<file path="src/rtl/mul_seq_ctrl_if.sv">
`default_nettype none
// ============================================================================
// Module      : mul_seq_ctrl_if
// Description : Issue/result handshake bundle for the iterative multiplier.
//               The master offers ops and consumes results; the slave is the
//               multiplier sequencer.
// Revision    : 1.0 - initial release
// ============================================================================
interface mul_seq_ctrl_if #(
  parameter int XLEN  = 32,
  parameter int TAG_W = 6
);
  logic             in_valid;
  logic             in_ready;
  logic [1:0]       in_op;
  logic [XLEN-1:0]  in_rs1;
  logic [XLEN-1:0]  in_rs2;
  logic [TAG_W-1:0] in_tag;
  logic             out_valid;
  logic             out_ready;
  logic [XLEN-1:0]  out_data;
  logic [TAG_W-1:0] out_tag;

  modport master (
    output in_valid, in_op, in_rs1, in_rs2, in_tag, out_ready,
    input  in_ready, out_valid, out_data, out_tag
  );

  modport slave (
    input  in_valid, in_op, in_rs1, in_rs2, in_tag, out_ready,
    output in_ready, out_valid, out_data, out_tag
  );
endinterface
`default_nettype wire

</file>
<file path="src/rtl/mul_seq_ctrl.sv">
`default_nettype none
// ============================================================================
// Module      : mul_seq_ctrl
// Description : Radix-2 shift-add sequencer for RV32M MUL/MULH/MULHSU/MULHU.
//               Operands are reduced to magnitudes on accept, multiplied over
//               XLEN cycles on one shared 2*XLEN adder, then sign-fixed by
//               negating through the same adder. One op in flight, flushable.
// Revision    : 1.0 - initial release
// ============================================================================
module mul_seq_ctrl #(
  parameter int XLEN  = 32,
  parameter int TAG_W = 6
) (
  input  logic          clk,
  input  logic          rst,
  input  logic          flush,
  mul_seq_ctrl_if.slave bus,
  output logic          busy
);

  localparam int P_W   = 2 * XLEN;
  localparam int CNT_W = $clog2(XLEN);
  localparam logic [CNT_W-1:0] CNT_LAST = CNT_W'(XLEN - 1);
  localparam logic [1:0] OP_MUL    = 2'b00;
  localparam logic [1:0] OP_MULH   = 2'b01;
  localparam logic [1:0] OP_MULHSU = 2'b10;

  typedef enum logic [1:0] {
    S_IDLE = 2'd0,
    S_CALC = 2'd1,
    S_FIX  = 2'd2,
    S_DONE = 2'd3
  } state_t;

  state_t           state_q;
  logic [P_W-1:0]   acc_q;
  logic [P_W-1:0]   mcand_q;
  logic [XLEN-1:0]  mplier_q;
  logic [CNT_W-1:0] cnt_q;
  logic             neg_q;
  logic [1:0]       op_q;
  logic [TAG_W-1:0] tag_q;
  logic             in_ready_q;
  logic             out_valid_q;
  logic             busy_q;
  logic [XLEN-1:0]  out_data_q;
  logic [TAG_W-1:0] out_tag_q;

  // Operand sign handling and magnitude extraction for the accept cycle.
  logic            rs1_neg_d, rs2_neg_d;
  logic [XLEN-1:0] rs1_mag_d, rs2_mag_d;

  // Shared adder: accumulates in CALC, forms ~acc + 1 in FIX.
  logic [P_W-1:0] add_a, add_b, add_sum, acc_final_d;

  // Decode signedness and form operand magnitudes (0x80000000 maps to itself,
  // which is the correct unsigned magnitude 2^31).
  always_comb begin
    rs1_neg_d = ((bus.in_op == OP_MULH) || (bus.in_op == OP_MULHSU)) && bus.in_rs1[XLEN-1];
    rs2_neg_d = (bus.in_op == OP_MULH) && bus.in_rs2[XLEN-1];
    rs1_mag_d = rs1_neg_d ? ((~bus.in_rs1) + XLEN'(1)) : bus.in_rs1;
    rs2_mag_d = rs2_neg_d ? ((~bus.in_rs2) + XLEN'(1)) : bus.in_rs2;
  end

  // Steer the single adder's operands according to the current phase.
  always_comb begin
    add_a = acc_q;
    add_b = mcand_q;
    if (state_q == S_FIX) begin
      add_a = ~acc_q;
      add_b = P_W'(1);
    end
    add_sum     = add_a + add_b;
    acc_final_d = neg_q ? add_sum : acc_q;
  end

  // Sequencer FSM with datapath registers and registered handshake outputs.
  always_ff @(posedge clk or posedge rst) begin
    if (rst) begin
      state_q     <= S_IDLE;
      acc_q       <= '0;
      mcand_q     <= '0;
      mplier_q    <= '0;
      cnt_q       <= '0;
      neg_q       <= 1'b0;
      op_q        <= 2'b00;
      tag_q       <= '0;
      in_ready_q  <= 1'b1;
      out_valid_q <= 1'b0;
      busy_q      <= 1'b0;
      out_data_q  <= '0;
      out_tag_q   <= '0;
    end else if (flush) begin
      // Flush beats both accept and result handoff; the result is dropped.
      state_q     <= S_IDLE;
      in_ready_q  <= 1'b1;
      out_valid_q <= 1'b0;
      busy_q      <= 1'b0;
    end else begin
      case (state_q)
        S_IDLE: begin
          if (bus.in_valid) begin
            op_q       <= bus.in_op;
            tag_q      <= bus.in_tag;
            mcand_q    <= {{XLEN{1'b0}}, rs1_mag_d};
            mplier_q   <= rs2_mag_d;
            neg_q      <= rs1_neg_d ^ rs2_neg_d;
            acc_q      <= '0;
            cnt_q      <= '0;
            state_q    <= S_CALC;
            in_ready_q <= 1'b0;
            busy_q     <= 1'b1;
          end
        end
        S_CALC: begin
          if (mplier_q[0]) acc_q <= add_sum;
          mcand_q  <= {mcand_q[P_W-2:0], 1'b0};
          mplier_q <= {1'b0, mplier_q[XLEN-1:1]};
          cnt_q    <= cnt_q + 1'b1;
          if (cnt_q == CNT_LAST) state_q <= S_FIX;
        end
        S_FIX: begin
          acc_q       <= acc_final_d;
          out_data_q  <= (op_q == OP_MUL) ? acc_final_d[XLEN-1:0] : acc_final_d[P_W-1:XLEN];
          out_tag_q   <= tag_q;
          out_valid_q <= 1'b1;
          state_q     <= S_DONE;
        end
        S_DONE: begin
          if (bus.out_ready) begin
            out_valid_q <= 1'b0;
            in_ready_q  <= 1'b1;
            busy_q      <= 1'b0;
            state_q     <= S_IDLE;
          end
        end
        default: state_q <= S_IDLE;
      endcase
    end
  end

  assign bus.in_ready  = in_ready_q;
  assign bus.out_valid = out_valid_q;
  assign bus.out_data  = out_data_q;
  assign bus.out_tag   = out_tag_q;
  assign busy          = busy_q;

endmodule
`default_nettype wire

</file>
<file path="src/flat_wrapper.sv">
// flat-port wrapper written by rule: the top's interface ports become plain ports
module mul_seq_ctrl_flat 
#(
  parameter int XLEN  = 32,
  parameter int TAG_W = 6
)
  (clk, rst, flush, busy, bus_in_valid, bus_in_op, bus_in_rs1, bus_in_rs2, bus_in_tag, bus_out_ready, bus_in_ready, bus_out_valid, bus_out_data, bus_out_tag);
  mul_seq_ctrl_if #(.XLEN(XLEN), .TAG_W(TAG_W)) bus_i ();
  input  logic clk;
  input  logic rst;
  input  logic flush;
  output logic busy;
  input wire logic [$bits(bus_i.in_valid)-1:0] bus_in_valid;
  input wire logic [$bits(bus_i.in_op)-1:0] bus_in_op;
  input wire logic [$bits(bus_i.in_rs1)-1:0] bus_in_rs1;
  input wire logic [$bits(bus_i.in_rs2)-1:0] bus_in_rs2;
  input wire logic [$bits(bus_i.in_tag)-1:0] bus_in_tag;
  input wire logic [$bits(bus_i.out_ready)-1:0] bus_out_ready;
  output wire logic [$bits(bus_i.in_ready)-1:0] bus_in_ready;
  output wire logic [$bits(bus_i.out_valid)-1:0] bus_out_valid;
  output wire logic [$bits(bus_i.out_data)-1:0] bus_out_data;
  output wire logic [$bits(bus_i.out_tag)-1:0] bus_out_tag;
  assign bus_i.in_valid = bus_in_valid;
  assign bus_i.in_op = bus_in_op;
  assign bus_i.in_rs1 = bus_in_rs1;
  assign bus_i.in_rs2 = bus_in_rs2;
  assign bus_i.in_tag = bus_in_tag;
  assign bus_i.out_ready = bus_out_ready;
  assign bus_in_ready = bus_i.in_ready;
  assign bus_out_valid = bus_i.out_valid;
  assign bus_out_data = bus_i.out_data;
  assign bus_out_tag = bus_i.out_tag;
  mul_seq_ctrl #(.XLEN(XLEN), .TAG_W(TAG_W)) u_core (.clk(clk), .rst(rst), .flush(flush), .bus(bus_i), .busy(busy));
endmodule
</file>
<file path="config.mk">
export PLATFORM = sky130hd
export DESIGN_NAME = mul_seq_ctrl_flat
export DESIGN_NICKNAME = d
export VERILOG_FILES = /design/src/rtl/mul_seq_ctrl_if.sv /design/src/rtl/mul_seq_ctrl.sv /design/src/flat_wrapper.sv
export SDC_FILE = /design/constraint.sdc
export NUM_CORES = 1
export LEC_CHECK = 0
export ABC_AREA = 1
export CORE_MARGIN = 1
export CORE_UTILIZATION = 55
export CTS_BUF_LIST = sky130_fd_sc_hd__clkbuf_8
export DETAILED_ROUTE_END_ITERATION = 8
export PLACE_DENSITY = 0.76
export REMOVE_ABC_BUFFERS = 1
export SKIP_CTS_REPAIR_TIMING = 1
export SLEW_MARGIN = 20
export SYNTH_ARGS = -nofsm -noshare
export SYNTH_HDL_FRONTEND = slang
export SYNTH_SLANG_ARGS = --single-unit
</file>
<file path="constraint.sdc">
create_clock -name clk -period 9.7 [get_ports clk]
set_input_delay 0.97 -clock clk [delete_from_list [all_inputs] [get_ports clk]]
set_output_delay 0.97 -clock clk [all_outputs]
set_load 0.02 [all_outputs]
</file>
### Word level (Yosys, flattened, before mapping)

Cells that the tools add are included.

* muxes and demuxes: 30
* add/sub/neg operators: 4
* reduce and logical (&&, ||, !) cells: 16
* equality and inequality tests: 11
* bitwise logic cells: 5

Operator list (number)
* $mux W64: 6
* $pmux W64 S3: 1
* $mux W32: 4
* $pmux W64 S2: 1
* $add A32 B1 Y32 const B: 2
* $add A64 B64 Y64: 1
* $not A32 Y32: 2
* $not A64 Y64: 1
* $pmux W32 S2: 1
* $reduce_and A3 Y1: 4
* $pmux W5 S2: 1
* $reduce_bool A3 Y1: 3
* $mux W2: 4
* $pmux W2 S4: 1
* $mux W1: 7
* $eq A2 B2 Y1 const B: 3
* $ne A3 B3 Y1 const B: 2
* $pmux W1 S2: 3
* $add A5 B1 Y5 const B: 1
* $eq A5 B5 Y1 const B: 1
* $mux W5: 1
* $eq A2 B1 Y1 const B: 2
* $logic_not A2 Y1: 2
* $reduce_and A2 Y1: 2
* 9 further kinds: 10

* register bits: 217
* word-level logic and storage cells: 79
* input bits: 77

### Logic depth before layout (Yosys ltp)

* word-level depth: 6
* gate-level depth with buffers: 26
* gate-level depth less buffers: 24

### Worst setup path after synthesis

No wires, ideal clock.

* path type: register -> register
* start: register u_core.state_q[0]
* end: register u_core.out_data_q[14] (netlist: u_core.bus.out_data[14])
* setup time: 0.117 ns
* stages on the path, launching flop included: 26
* data arrival time: 3.124 ns
* slack: 6.459 ns
* path buffers: 3
* period minus slack after synthesis: 3.241 ns
* cells stage by stage: dfrtp_1 > inv_1 > ha_1 > buf_2 > clkbuf_1 > buf_2 > xor2_1 > ha_1 > inv_1 > fa_1 > inv_1 > nand3_1 > inv_1 > nand2_1 > nand3_1 > nand2_1 > nand2_1 > nand2_1 > nand2_1 > nand2_1 > nand3_1 > nand3_1 > nand2_1 > nand2_1 > nand3_1 > nand2_1

* longest elaborated chain between the ends: 5
* elaborated cells on any way between the ends: 7

Ends and longest elaborated chain
* start: declaration: line mul_seq_ctrl.sv:35 `state_t state_q;`
* start signal: assignment: line mul_seq_ctrl.sv:80 `state_q <= S_IDLE;`
* start signal: assignment: line mul_seq_ctrl.sv:95 `state_q <= S_IDLE;`
* start signal: assignment: line mul_seq_ctrl.sv:110 `state_q <= S_CALC;`
* $eq A2 B2 Y1 (*): line mul_seq_ctrl.sv:69, mul_seq_ctrl.sv:100
* $mux W64: line mul_seq_ctrl.sv:69 `if (state_q == S_FIX) begin`
* $add A64 B64 Y64: line mul_seq_ctrl.sv:73 `add_sum = add_a + add_b;`
* $mux W64: line mul_seq_ctrl.sv:74 `acc_final_d = neg_q ? add_sum : acc_q;`
* $mux W32: line mul_seq_ctrl.sv:124 `out_data_q <= (op_q == OP_MUL) ? acc_final_d[XLEN-1:0] : acc_final_d[P_W-1:XLEN];`
* end signal: assignment: line mul_seq_ctrl.sv:124
* end: declaration: line mul_seq_ctrl.sv:46 `logic [XLEN-1:0] out_data_q;`

Mark *: on every way between the ends. The rest lies on a longest branch, timed or not.
A chain may end at the register's enable or synchronous reset.

### Worst setup path in the final report

* start: register u_core.state_q[0]
* end: register u_core.acc_q[33]

* longest elaborated chain between the ends: 5
* elaborated cells on any way between the ends: 13

Ends and longest elaborated chain
* $eq A2 B2 Y1: line mul_seq_ctrl.sv:69, mul_seq_ctrl.sv:100
* $mux W64: line mul_seq_ctrl.sv:69
* $add A64 B64 Y64: line mul_seq_ctrl.sv:73
* $mux W64 (on tied branches): line mul_seq_ctrl.sv:74, mul_seq_ctrl.sv:116
* $pmux W64 S3: line mul_seq_ctrl.sv:100 `case (state_q)`
* end signal: assignment: line mul_seq_ctrl.sv:116 `if (mplier_q[0]) acc_q <= add_sum;`
* end signal: assignment: line mul_seq_ctrl.sv:123 `acc_q <= acc_final_d;`
* end: declaration: line mul_seq_ctrl.sv:36 `logic [P_W-1:0] acc_q;`

Parallel ways exist; a longest one is shown, timed or not. The select of a mux whose other input is x is not followed.

==> results by group <==
Timing
  • Worst slew pin tran: 0.9857 ns
  • Worst slew margin: 34.29%
  • Setup Skew: 0.02345 ns
  • Tcrit/Tclk final: 49.06%
  • Final min period: 4.759 ns
  • Fmax: 0.2101 GHz
  • Setup TNS: 0 ns
  • Final setup fails: 0
  • RSZ-0062 raised after global routing: no
  • Final hold vios: 0
  • Max-slew violations: 0
  • Minimum hold slack: 0.4791 ns

Setup path
  • Worst path max stage delay: 0.76 ns
  • Critical Path RT: 10.25 ns
  • Reg2reg setup slack: 4.94 ns
  • R2r endpoint: u_core.acc_q[33]$_DFFE_PP0P_
  • Critical path's slowest cell: ha_4
  • WS Path Type: register to register
  • Crit-path cells: inv_1, ha_4, buf_4, xor2_1, ha_1, nand2_1, nor2_1, inv_1, nor2_1, nand2_1, inv_1, nand2_1, nand2_1, nand2_1, nand2_1, nand2_1, nand2_1, nand2_1, nand2_1, nand2_1, nand2_1
  • Worst path most repeated cell: nand2_1
  • CP startpoint kind: register
  • FF-to-FF Start: u_core.state_q[0]$_DFFE_PP0P_
  • R2R depth: 21
  • Worst-path maximum fanout: 59
  • Critical Path End Type: register
  • Arrival @ worst endpoint: 5.31 ns

Floorplan
  • Die area: 35200 µm²
  • Ports: 118
  • Initial core utilization: 56.22%
  • Core area: 33700 µm²
  • Die W: 187.6 µm
  • # rows: 67
  • Die Height: 187.6 µm

Logic synthesis
  • Top cell type's share of synthesized area: 28.53%
  • Number of enable flip-flop cells after synthesis: 0
  • Seq/Total Area, Yosys: 28.67%
  • Count leader, synth: nand2_1
  • Yosys top cell by area: dfrtp_1
  • Synth Cell Area: 18950 µm²
  • Yosys warnings: 0
  • Async set-or-reset flop fraction in the synthesized netlist: 100.0%
  • Synth cell types: 48
  • Top cells by instance count after synthesis: nand2_1 (1267), inv_1 (485), nor2_1 (256)
  • Synth Instances: 3166
  • Yosys reg bits: 217
  • Mean post-synth cell area: 5.984 µm²
  • Top_reg_cell synth: dfrtp_1
  • Largest cells by area after synthesis: dfrtp_1 (29%), nand2_1 (25%), inv_1 (9.6%), nor2_1 (5.1%), ha_1 (4.8%)

Detailed routing
  • Drt drc: 0
  • Via count: 20319
  • Post-route ant nets: 0
  • DRT iter0 DRCs: 1890
  • Via density: 5.467
  • DR WL/cell: 17.36 µm
  • Pre-Repair DR Iteration Count: 5
  • Final wirelength: 64.51 mm

GRT
  • Largest net degree at the start of global routing: 82
  • First-pass GRT wire length: 101.0 mm
  • Vias in the first global route: 19059
  • Initial antenna violation count: 0
  • Gr ovfl total: 0
  • Total track usage: 36.66%

Hold path
  • Worst Hold End: u_core.mplier_q[24]$_DFFE_PP0P_
  • Min-Delay Path Depth: 2
  • Worst Hold Launch: u_core.mplier_q[24]$_DFFE_PP0P_
  • Worst Hold Class: register to register

Cells and area
  • Fin area: 21360 µm²
  • Fill count: 3280
  • Antenna diode count: 0
  • Share of layout cells above drive strength 1: 4.742%
  • Area Overhead vs Synth: 12.73%
  • Final layout net count: 3390

Run status
  • Outcome: completed

Job
  • Max_cap viols: 0

Clock network
  • Clock Sinks: 217
  • CTS max path bufs: 3
  • Clk root buf: clkbuf_8
  • H-tree depth: 2
  • TritonCTS clock tree: built
  • Cts bufs inserted: 41
  • Clk_lat worst skew: 0.62 ns
  • Clock slew at reported path FFs: 0.06 ns

Pwr
  • Peak VDD IR: 223.8 µV
  • Static leakage: 12.18 nW
  • Pwr Density: 337.0 nW/µm²

Placement
  • Gp weighted congestion: 1.025
  • HPWL after DPL: 47.66 mm
  • Total cell area at the placement stage: 20450 µm²
  • Port Buffers: 117
-- final cells by class --
class	instances	area [µm²]	area share, %
clock buffers	51	701.9	3.286
clock inverters	22	200.2	0.9373
inverters	496	1871	8.758
repair buffers	137	1325	6.204
well taps	448	560.5	2.624
flip-flops and latches	217	5433	25.43
multi-input cells	2346	11270	52.76
-- logic make-up after synthesis --
family | synth area share (%)
adder cells (fa/ha/maj) | 4.926
AO/OA/AOI/OAI | 11.48
flip-flops | 28.67
XOR/XNOR | 5.131
buffers and inverters | 12.12
AND/OR/NAND/NOR | 37.67
-- where the power goes --
part / switching, W / internal [W]
clock network: 0.000443 / 0.000581
logic: 0.00320 / 0.00147
registers: 0.000255 / 0.00125
-- sequential cells by signal, summed over array words and instances, names as in the netlist --
signal                cells
u_core.busy               1
u_core.mcand_q           64
u_core.bus.out_valid      1
u_core.cnt_q              5
u_core.neg_q              1
u_core.state_q            2
u_core.mplier_q          32
u_core.bus.in_ready       1
u_core.tag_q              6
u_core.op_q               2
u_core.acc_q             64
u_core.bus.out_data      32
u_core.bus.out_tag        6
-- routing by layer --
| metal | GRT usage, % | wire (µm) | vias to the layer above |
|---|---|---|---|
| met5 | 0 | 0 | - |
| met4 | 17.17 | 2763 | 0 |
| met3 | 5.222 | 5020 | 151 |
| met2 | 56.84 | 28110 | 870 |
| met1 | 50.43 | 28620 | 9359 |
| li1 | - | - | 9939 |
-- worst max-delay path by stage --
stage,from,to,cells after the start
after detailed placement,u_core.state_q[0]$_DFFE_PP0P_,u_core.acc_q[33]$_DFFE_PP0P_,21
final,u_core.state_q[0]$_DFFE_PP0P_,u_core.acc_q[33]$_DFFE_PP0P_,21
after global routing,u_core.state_q[0]$_DFFE_PP0P_,u_core.bus.out_data[26]$_DFFE_PP0P_,18
after CTS,u_core.state_q[0]$_DFFE_PP0P_,u_core.acc_q[33]$_DFFE_PP0P_,21
after global placement,u_core.state_q[0]$_DFFE_PP0P_,u_core.acc_q[33]$_DFFE_PP0P_,21
after floorplan,u_core.state_q[0]$_DFFE_PP0P_,u_core.bus.out_data[21]$_DFFE_PP0P_,7
-- worst max-delay path, delay by kind of cell, from the launching register on --
kind	cells	cell delay, ns
xor+xnor	1	0.15
simple gates	14	1.71
flops	1	0.43
buf+inv	4	1.09
fa+ha+maj	2	1.25
-- placed cells by master (no fill, tap or decap), types with 3 or more instances in the layout --
cell type,synthesis,routed
nand3b_1,4,4
nand2_2,4,4
clkdlybuf4s50_1,0,117
o21bai_1,8,8
nand3_1,154,154
o21ai_1,49,48
xor2_1,99,99
clkinv_2,0,8
o221ai_1,21,21
buf_4,1,19
or2_2,31,31
o21ai_0,125,125
o22ai_1,43,43
o211ai_1,16,16
dfrtp_1,216,215
nor2_1,256,254
nand4_1,8,8
o31ai_1,6,6
bufinv_16,0,4
inv_2,9,8
nor4_1,5,5
nor2_2,3,4
inv_1,485,494
nor3_1,22,22
xnor2_1,12,12
ha_1,73,71
nor3_2,9,9
clkbuf_8,0,51
nand2_1,1267,1267
a21oi_1,108,107
or2_1,3,3
-- stage by stage --
stage                     worst slack (ns)  cells  util (%)  power (W)
after floorplan                     0.8913   3059         -   0.004579
after global placement               5.117   3644     60.69   0.005980
after detailed placement             5.034   3644     60.69   0.006071
after CTS                            5.005   3717     63.37   0.007118
after global routing                 4.728   3717     63.38   0.007723
final                                4.941   3717     63.38   0.007199
Power figures use the tool's default switching activity.
